`src/rtl/jtag_mem_pkg.sv`:
```
// Shared types and constants for the JTAG memory bus master: FSM states,
// status-bit positions in the data DR, and the auto-increment step.
package jtag_mem_pkg;

    typedef enum logic [1:0] {IDLE, REQ, WAIT} state_t;

    // The status bits sit directly above the DW-bit read buffer in the captured DR.
    function automatic int err_bit(input int dw);
        return dw;
    endfunction

    function automatic int busy_bit(input int dw);
        return dw + 1;
    endfunction

    // One beat is DW/8 bytes, so auto-increment steps by that amount.
    function automatic int addr_inc(input int dw);
        return dw / 8;
    endfunction

endpackage

```
`src/rtl/jtag_dr_shift.sv`:
```
// BSCAN data-register capture/shift chain; capture wins over shift when both are set.
module jtag_dr_shift #(
    parameter int W  = 66,
    parameter int PW = 64
) (
    input  logic          clk,
    input  logic          rst,
    input  logic          cap_en,
    input  logic          shift_en,
    input  logic          tdi,
    input  logic [W-1:0]  cap_data,
    output logic [PW-1:0] par,
    output logic          tdo
);

    logic [W-1:0] sr;

    always_ff @(posedge clk) begin
        if (rst)           sr <= '0;
        else if (cap_en)   sr <= cap_data;
        else if (shift_en) sr <= {tdi, sr[W-1:1]};
    end

    assign tdo = sr[0];
    assign par = sr[PW-1:0];

endmodule

```
`src/rtl/jtag_mem_master.sv`:
```
// JTAG-driven single-beat memory bus master in the TCK domain.
// Optional bus timeout enabled with `define JTAG_MEM_TIMEOUT_EN.
module jtag_mem_master import jtag_mem_pkg::*; #(
    parameter int DW   = 64,
    parameter int AW   = 32,
    parameter int TO_W = 10
) (
    input  logic            TCK,
    input  logic            RESET,
    input  logic            SEL,
    input  logic            CAPTURE,
    input  logic            SHIFT,
    input  logic            UPDATE,
    input  logic            TDI,
    output logic            TDO,
    input  logic [AW-1:0]   ADDR_IN,
    input  logic            WR_IN,
    input  logic            INC_IN,
    input  logic            ADDR_LOAD,
    output logic            MEM_REQ,
    output logic            MEM_WE,
    output logic [AW-1:0]   MEM_ADDR,
    output logic [DW-1:0]   MEM_WDATA,
    output logic [DW/8-1:0] MEM_BE,
    input  logic            MEM_GNT,
    input  logic            MEM_RVALID,
    input  logic            MEM_ERR,
    input  logic [DW-1:0]   MEM_RDATA
);

    localparam int            ERR_B  = err_bit(DW);
    localparam int            BUSY_B = busy_bit(DW);
    localparam logic [AW-1:0] INC    = AW'(addr_inc(DW));

    state_t        state;
    logic [AW-1:0] cur_addr, nxt_addr;
    logic          wrm, incm, err, pend, discard;
    logic [DW-1:0] rbuf, wbuf, sr_par;
    logic [DW+1:0] cap;
    logic          busy, upd, cmpl, tmo, fin, keep;

    jtag_dr_shift #(.W(DW + 2), .PW(DW)) u_dr (
        .clk      (TCK),
        .rst      (RESET),
        .cap_en   (SEL & CAPTURE),
        .shift_en (SEL & SHIFT),
        .tdi      (TDI),
        .cap_data (cap),
        .par      (sr_par),
        .tdo      (TDO)
    );

    always_comb begin
        cap         = '0;
        cap[DW-1:0] = rbuf;
        cap[ERR_B]  = err;
        cap[BUSY_B] = busy;
    end

    assign busy     = (state != IDLE);
    assign upd      = SEL & UPDATE & ~ADDR_LOAD;
    assign cmpl     = ((state == REQ) & MEM_GNT & MEM_RVALID) | ((state == WAIT) & MEM_RVALID);
    assign fin      = cmpl | tmo;
    // A transaction superseded by ADDR_LOAD still runs on the bus but leaves no trace.
    assign keep     = ~discard & ~ADDR_LOAD;
    assign nxt_addr = incm ? cur_addr + INC : cur_addr;
    assign MEM_WDATA = wbuf;
    assign MEM_BE    = '1;

`ifdef JTAG_MEM_TIMEOUT_EN
    logic [TO_W-1:0] to_cnt;

    assign tmo = (((state == REQ) & ~MEM_GNT) | ((state == WAIT) & ~MEM_RVALID)) & (to_cnt == '1);

    always_ff @(posedge TCK) begin
        if (RESET || !busy || fin || (state == REQ && MEM_GNT)) to_cnt <= '0;
        else                                                   to_cnt <= to_cnt + TO_W'(1);
    end
`else
    assign tmo = 1'b0;
`endif

    always_ff @(posedge TCK) begin
        if (RESET) begin
            state    <= IDLE;
            MEM_REQ  <= 1'b0;
            MEM_WE   <= 1'b0;
            MEM_ADDR <= '0;
            cur_addr <= '0;
            wrm      <= 1'b0;
            incm     <= 1'b0;
            err      <= 1'b0;
            pend     <= 1'b0;
            discard  <= 1'b0;
            rbuf     <= '0;
            wbuf     <= '0;
        end else begin
            if (state == REQ && MEM_GNT && !MEM_RVALID) state <= WAIT;

            if (fin) begin
                state   <= IDLE;
                MEM_REQ <= 1'b0;
                discard <= 1'b0;
                if (keep) begin
                    if (tmo || MEM_ERR) err      <= 1'b1;
                    else if (!MEM_WE)   rbuf     <= MEM_RDATA;
                    else if (incm)      cur_addr <= cur_addr + INC;
                end
                // Prefetch queued by an ADDR_LOAD that arrived mid-transaction.
                if (pend) begin
                    state    <= REQ;
                    MEM_REQ  <= 1'b1;
                    MEM_WE   <= 1'b0;
                    MEM_ADDR <= cur_addr;
                    pend     <= 1'b0;
                end
            end

            if (upd) begin
                if (busy) begin
                    err <= 1'b1;
                end else begin
                    state   <= REQ;
                    MEM_REQ <= 1'b1;
                    MEM_WE  <= wrm;
                    if (wrm) begin
                        wbuf     <= sr_par;
                        MEM_ADDR <= cur_addr;
                    end else begin
                        MEM_ADDR <= nxt_addr;
                        cur_addr <= nxt_addr;
                    end
                end
            end

            if (ADDR_LOAD) begin
                cur_addr <= ADDR_IN;
                wrm      <= WR_IN;
                incm     <= INC_IN;
                err      <= 1'b0;
                if (busy && !fin) begin
                    discard <= 1'b1;
                    pend    <= ~WR_IN;
                end else begin
                    pend    <= 1'b0;
                    state   <= WR_IN ? IDLE : REQ;
                    MEM_REQ <= ~WR_IN;
                    MEM_WE  <= 1'b0;
                    if (!WR_IN) MEM_ADDR <= ADDR_IN;
                end
            end
        end
    end

endmodule

```
`config.mk`:
```
export PLATFORM = sky130hd
export DESIGN_NAME = jtag_mem_master
export DESIGN_NICKNAME = d
export VERILOG_FILES = /design/src/rtl/jtag_mem_pkg.sv /design/src/rtl/jtag_dr_shift.sv /design/src/rtl/jtag_mem_master.sv
export SDC_FILE = /design/constraint.sdc
export NUM_CORES = 1
export LEC_CHECK = 0
export BUFFER_PORTS_ARGS = -buffer_cell sky130_fd_sc_hd__clkbuf_2
export CAP_MARGIN = 20
export CELL_PAD_IN_SITES_DETAIL_PLACEMENT = 0
export CELL_PAD_IN_SITES_GLOBAL_PLACEMENT = 2
export CORE_ASPECT_RATIO = 1.1
export CORE_MARGIN = 10
export CORE_UTILIZATION = 32
export DETAILED_ROUTE_END_ITERATION = 10
export HOLD_SLACK_MARGIN = 0.05
export PLACE_DENSITY = 0.83
export REMOVE_ABC_BUFFERS = 1
export SLEW_MARGIN = 20
export SYNTH_ARGS = -nofsm -noshare
export SYNTH_HDL_FRONTEND = slang
export SYNTH_SLANG_ARGS = --single-unit
```
`constraint.sdc`:
```
create_clock -name TCK -period 3 [get_ports TCK]
set_input_delay 0.15 -clock TCK [delete_from_list [all_inputs] [get_ports TCK]]
set_output_delay 0.15 -clock TCK [all_outputs]
set_load 0.01 [all_outputs]
```
# Word level (Yosys, flattened, before mapping)

Index checks and enable logic that the tools add are counted.

Flip-flop bits (word level): 267
Logic and storage cells: 92
Output and inout port bits: 107
Input port bits: 109

Multiplexer cells: 50
Bitwise logic cells: 15
Add/sub/neg operators: 1
Eq/ne operators: 2
Reductions and logical operators: 11

Operators with widths:

| operator                | number |
|---|---|
| $mux W32                | 17 |
| $mux W66                | 2 |
| $add A32 B4 Y32 const B | 1 |
| $mux W1                 | 25 |
| $mux W2                 | 6 |
| $and A1 B1 Y1           | 8 |
| $not A1 Y1              | 6 |
| $reduce_bool A2 Y1      | 3 |
| $reduce_and A4 Y1       | 1 |
| $logic_and A1 B1 Y1     | 3 |
| $reduce_and A3 Y1       | 1 |
| $eq A2 B1 Y1 const B    | 1 |
| $eq A2 B2 Y1 const B    | 1 |
| $logic_not A1 Y1        | 2 |
| $reduce_or A2 Y1        | 1 |
| $or A1 B1 Y1            | 1 |

# Depth between registers and ports, before layout

Depth in word-level cells: 10
Mapped depth: 8
Depth with buffers taken out: 6

# By module

A second synthesis with hierarchy kept.

Cells, all modules: 1535
Area total of the unflattened synthesis: 12668.4 sq um

Modules (own cells, without submodules):

| module          | sequential area each (sq um) | area each (sq um) | cells an instance | instances |
|---|---|---|---|---|
| jtag_mem_master | 4023.9                       | 9072.5            | 1177              | 1 |
| jtag_dr_shift   | 1321.3                       | 3595.9            | 358               | 1 |

# Least setup slack after synthesis

No wires, ideal clock.

Path type: reg2reg
Start: register cur_addr[6]
End: register cur_addr[23]
Data arrival time: 2.175 ns
Library setup time: 0.091 ns
Cell stages (with the launch flop): 8
Slack: 0.734 ns
Path through: dfxtp_1 -> buf_4 -> nand4_4 -> or4_4 -> or2_1 -> buf_6 -> or4_1 -> a311oi_1

Cells in the longest elaborated chain, start to end: 10

Ends and longest elaborated chain:

| element                  | line                                          | RTL |
|---|---|---|
| start: declaration       | jtag_mem_master.sv:36                         | `logic [AW-1:0] cur_addr, nxt_addr;` |
| start signal: assignment | jtag_mem_master.sv:107                        | `else if (incm) cur_addr <= cur_addr + INC;` |
| start signal: assignment | jtag_mem_master.sv:131                        | `cur_addr <= nxt_addr;` |
| $add A32 B4 Y32 *        | jtag_mem_master.sv:66, jtag_mem_master.sv:107 |  |
| $mux W32 *               | jtag_mem_master.sv:66, jtag_mem_master.sv:107 |  |
| $mux W32                 | jtag_mem_master.sv:106                        | `else if (!MEM_WE) rbuf <= MEM_RDATA;` |
| $mux W32                 | jtag_mem_master.sv:105                        | `if (tmo \|\| MEM_ERR) err <= 1'b1;` |
| $mux W32                 | jtag_mem_master.sv:104                        | `if (keep) begin` |
| $mux W32                 | jtag_mem_master.sv:100                        | `if (fin) begin` |
| $mux W32                 | jtag_mem_master.sv:126                        | `if (wrm) begin` |
| $mux W32                 | jtag_mem_master.sv:120                        | `if (busy) begin` |
| $mux W32 *               | jtag_mem_master.sv:119                        | `if (upd) begin` |
| $mux W32 *               | jtag_mem_master.sv:136                        | `if (ADDR_LOAD) begin` |

Mark *: on every way between the ends. The rest lies on a longest branch, timed or not.
A chain may end at the register's enable or synchronous reset.

# Worst setup path in the final report

Start: register cur_addr[9]
End: register cur_addr[23]

The elaborated chain is that of the path after synthesis.

==> results.sh <==
export IMPL_std_cell_rows=74
export IMPL_fillers=3869
export IMPL_n_antenna_cell=0
export IMPL_path_class="flop to flop"
export IMPL_fin_skew_ns=0.01316
export IMPL_cts_made_buffers=30
export IMPL_io_buffers=207
export IMPL_maxSlewViolCount=0
export IMPL_post_place_ws_ns=0.4126
export IMPL_drtPass1Iterations=5
export IMPL_power_mw=8.558
export IMPL_final_hold_viol_count=0
export IMPL_post_synth_top_area_fraction_pct=44.48
export IMPL_antenna_found_initial=0
export IMPL_p_leak_nw=5.889
export IMPL_die_h_um=223.3
export IMPL_clk_latency_ns=0.56
export IMPL_yosysWarnings=0
export IMPL_synth_edf_count=0
export IMPL_final_antenna_net_count=0
export IMPL_critPathCaptureType="flop"
export IMPL_cts_buffer_depth=3
export IMPL_switchingPower_mw=2.148
export IMPL_fin_crit_sh_pct=88.32
export IMPL_holdCritPathClass="input pin to flop"
export IMPL_grt_pass1_wl_um=68780
export IMPL_grt_use_total_pct=18.45
export IMPL_ys_seq_area_share_pct=44.48
export IMPL_post_route_util_pct=42.12
export IMPL_tightest_slew_ns=0.9634
export IMPL_vdd_drop_max_v=0.0003424
export IMPL_cts_clk_slew_worst_paths_ns=0.06
export IMPL_powerDensity_nw_per_um2=547.2
export IMPL_power_frac_comb_pct=11.0
export IMPL_ys_types=63
export IMPL_post_drt_wl_per_cell_um=18.36
export IMPL_p_int_mw=6.410
export IMPL_syn_inst=1601
export IMPL_gp_congestion=0.8678
export IMPL_numClockSinks=267
export IMPL_area_delta_synth_final_pct=30.14
export IMPL_start_kind="flop"
export IMPL_grt_ovfl_total=0
export IMPL_drt_iter0_drc=747
export IMPL_dp_hpwl_um=27250
export IMPL_cap_violations=0
export IMPL_cp_max_fo=13
export IMPL_ctsHtreeMaxLevel=1
export IMPL_viasPerCell=5.163
export IMPL_die_w_um=204.8
export IMPL_outcome="finished, final reports clean"
export IMPL_grt_max_degree=181
export IMPL_drt_wl_total_um=43380
export IMPL_max_freq_mhz=377.4
export IMPL_fin_tns_setup_ns=0
export IMPL_drc=0
export IMPL_cp_data_required_time_ns=3.45
export IMPL_grt_setup_unrepaired="no"
export IMPL_setup_viol=0
export IMPL_async_reset_ff_share_pct=0
export IMPL_cts_tree="done"
export IMPL_cts_root_buf="clkbuf_16"
export IMPL_ys_ff_latch=267
export IMPL_start_util_pct=32.37
export IMPL_drive_gt1_share_pct=16.10
export IMPL_holdWs_ns=0.1452
export IMPL_power_frac_seq_pct=44.7
export IMPL_switching_share_pct=25.10
export IMPL_finalNetCount=1960
export IMPL_netlist_area_um2=12020
export IMPL_dieArea_um2=45720
export IMPL_synthFlopType="dfxtp_1"
export IMPL_cp_arrival_ns=3.10
export IMPL_vias=12200
export IMPL_period_needed_ns=2.649
export IMPL_ys_top_cells_by_area="dfxtp_1 44%, nand2_1 12%, a21oi_1 6.4%"
export IMPL_max_slew_margin_pct=35.77
export IMPL_grt_pass1_vias=12237
export IMPL_worst_slack_ns=0.3505
export IMPL_yosysTopAreaCell="dfxtp_1"
export IMPL_power_frac_clock_pct=44.3
export IMPL_coreArea_um2=37130
export IMPL_io_pins=216
export IMPL_syn_avg_cell_area_um2=7.506
==> metal layers <==
layer / wire [um] / GRT usage (%)
met5: 0 / 0
met2: 20890 / 31.71
met3: 2685 / 3.058
met4: 726 / 4.399
met1: 19070 / 23.41
==> per-stage QoR <==
step	cell area (um2)	instances
floorplan	11430	1461
global placement	13450	2194
detailed placement	13450	2194
CTS	15630	2361
global route	15640	2363
finish	15640	2363
==> layout make-up <==
cell class,instances,area [um2],share of cell area (%)
Sequential cell,267,5345,34.18
Inverter,21,78.83,0.5040
Multi-Input combinational cell,1173,6036,38.59
Clock inverter,6,105.1,0.6720
Timing Repair Buffer,357,2549,16.30
Clock buffer,45,908.4,5.808
Tap cell,494,618.1,3.952
==> flip-flops by register name, summed over array words and instances (netlist names) <==
register   cells
MEM_ADDR      32
MEM_REQ        1
MEM_WDATA     64
MEM_WE         1
cur_addr      32
discard        1
err            1
incm           1
pend           1
rbuf          64
state          2
u_dr.sr       66
wrm            1
==> power groups by stage <==
| stage | clock network, mW | logic (mW) | registers (mW) |
|---|---|---|---|
| after global routing | 4.04 | 1.05 | 3.85 |
| after global placement | 0 | 0.825 | 3.90 |
| after CTS | 3.91 | 0.946 | 3.82 |
| after floorplan | 0 | 0.392 | 3.89 |
| after detailed placement | 0 | 0.830 | 3.90 |
| final | 3.79 | 0.937 | 3.83 |
==> final timing paths <==
| path | depth (start not counted) | slack [ns] | from | endpoint |
|---|---|---|---|---|
| max | 5 | 0.35 | cur_addr[9] | cur_addr[23] |
| min | 4 | 0.15 | SEL | err |
| max reg2reg | 5 | 0.35 | cur_addr[9] | cur_addr[23] |
| min reg2reg | 2 | 0.45 | rbuf[21] | rbuf[21] |
==> kinds of logic after synthesis <==
logic type               share of synthesized area (%)
buffers and inverters                            5.757
flip-flops                                       44.48
adder cells (fa/ha/maj)                         0.1041
AO/OA/AOI/OAI                                    23.47
multiplexers                                    0.5831
XOR/XNOR                                        0.7288
other                                          0.03120
AND/OR/NAND/NOR                                  24.85
==> synth_stat cells (3+ instances only) <==
cell type / count
nand4_1: 15
o21ai_0: 97
and3_1: 9
a211oi_1: 75
or2_2: 5
a221oi_1: 15
a21o_1: 6
a311oi_1: 23
mux2i_1: 7
o21a_1: 7
nand3b_1: 4
or4_1: 7
nor2_1: 194
a31oi_1: 8
buf_4: 10
a21oi_1: 153
a22oi_1: 5
nand3_1: 19
nor2b_1: 4
o211ai_1: 10
buf_1: 17
buf_2: 7
inv_1: 21
nor3_1: 18
o31ai_1: 4
nand2_1: 371
xnor2_1: 8
clkbuf_1: 111
or3_1: 18
o221ai_1: 7
nor4_1: 18
dfxtp_1: 267
a2bb2oi_1: 3
o2111ai_1: 3
o31a_1: 17
and4_1: 4
==> placed cells by master, fill, tap and decap left out, drive strengths merged, types with 9 or more instances in the layout <==
cell / n
nand4: 16
o31a: 17
nand2: 371
inv: 21
o21ai: 98
buf: 36
dlygate4sd3: 116
nor4: 19
a311oi: 23
clkbuf: 250
a211oi: 75
and3: 9
a221oi: 15
a21oi: 153
nor2: 194
dfxtp: 267
o211ai: 10
nor3: 18
or3: 18
nand3: 19
==> worst max-delay path, cell delays in order, from the launching register on <==
cell and delay, ns:
dfxtp_1 0.51, nand4_4 0.20, or4_4 0.68, or2_1 0.39, or4_1 0.50, a311oi_1 0.26
==> repair_timing <==
action	4_1_cts	5_1_grt
hold endpoints to repair	156	0
hold buffers	116	0
buffers inserted	0	2
resized for setup	0	0
setup endpoints to repair	0	11
Note: power is estimated with default switching activity, not from simulation.
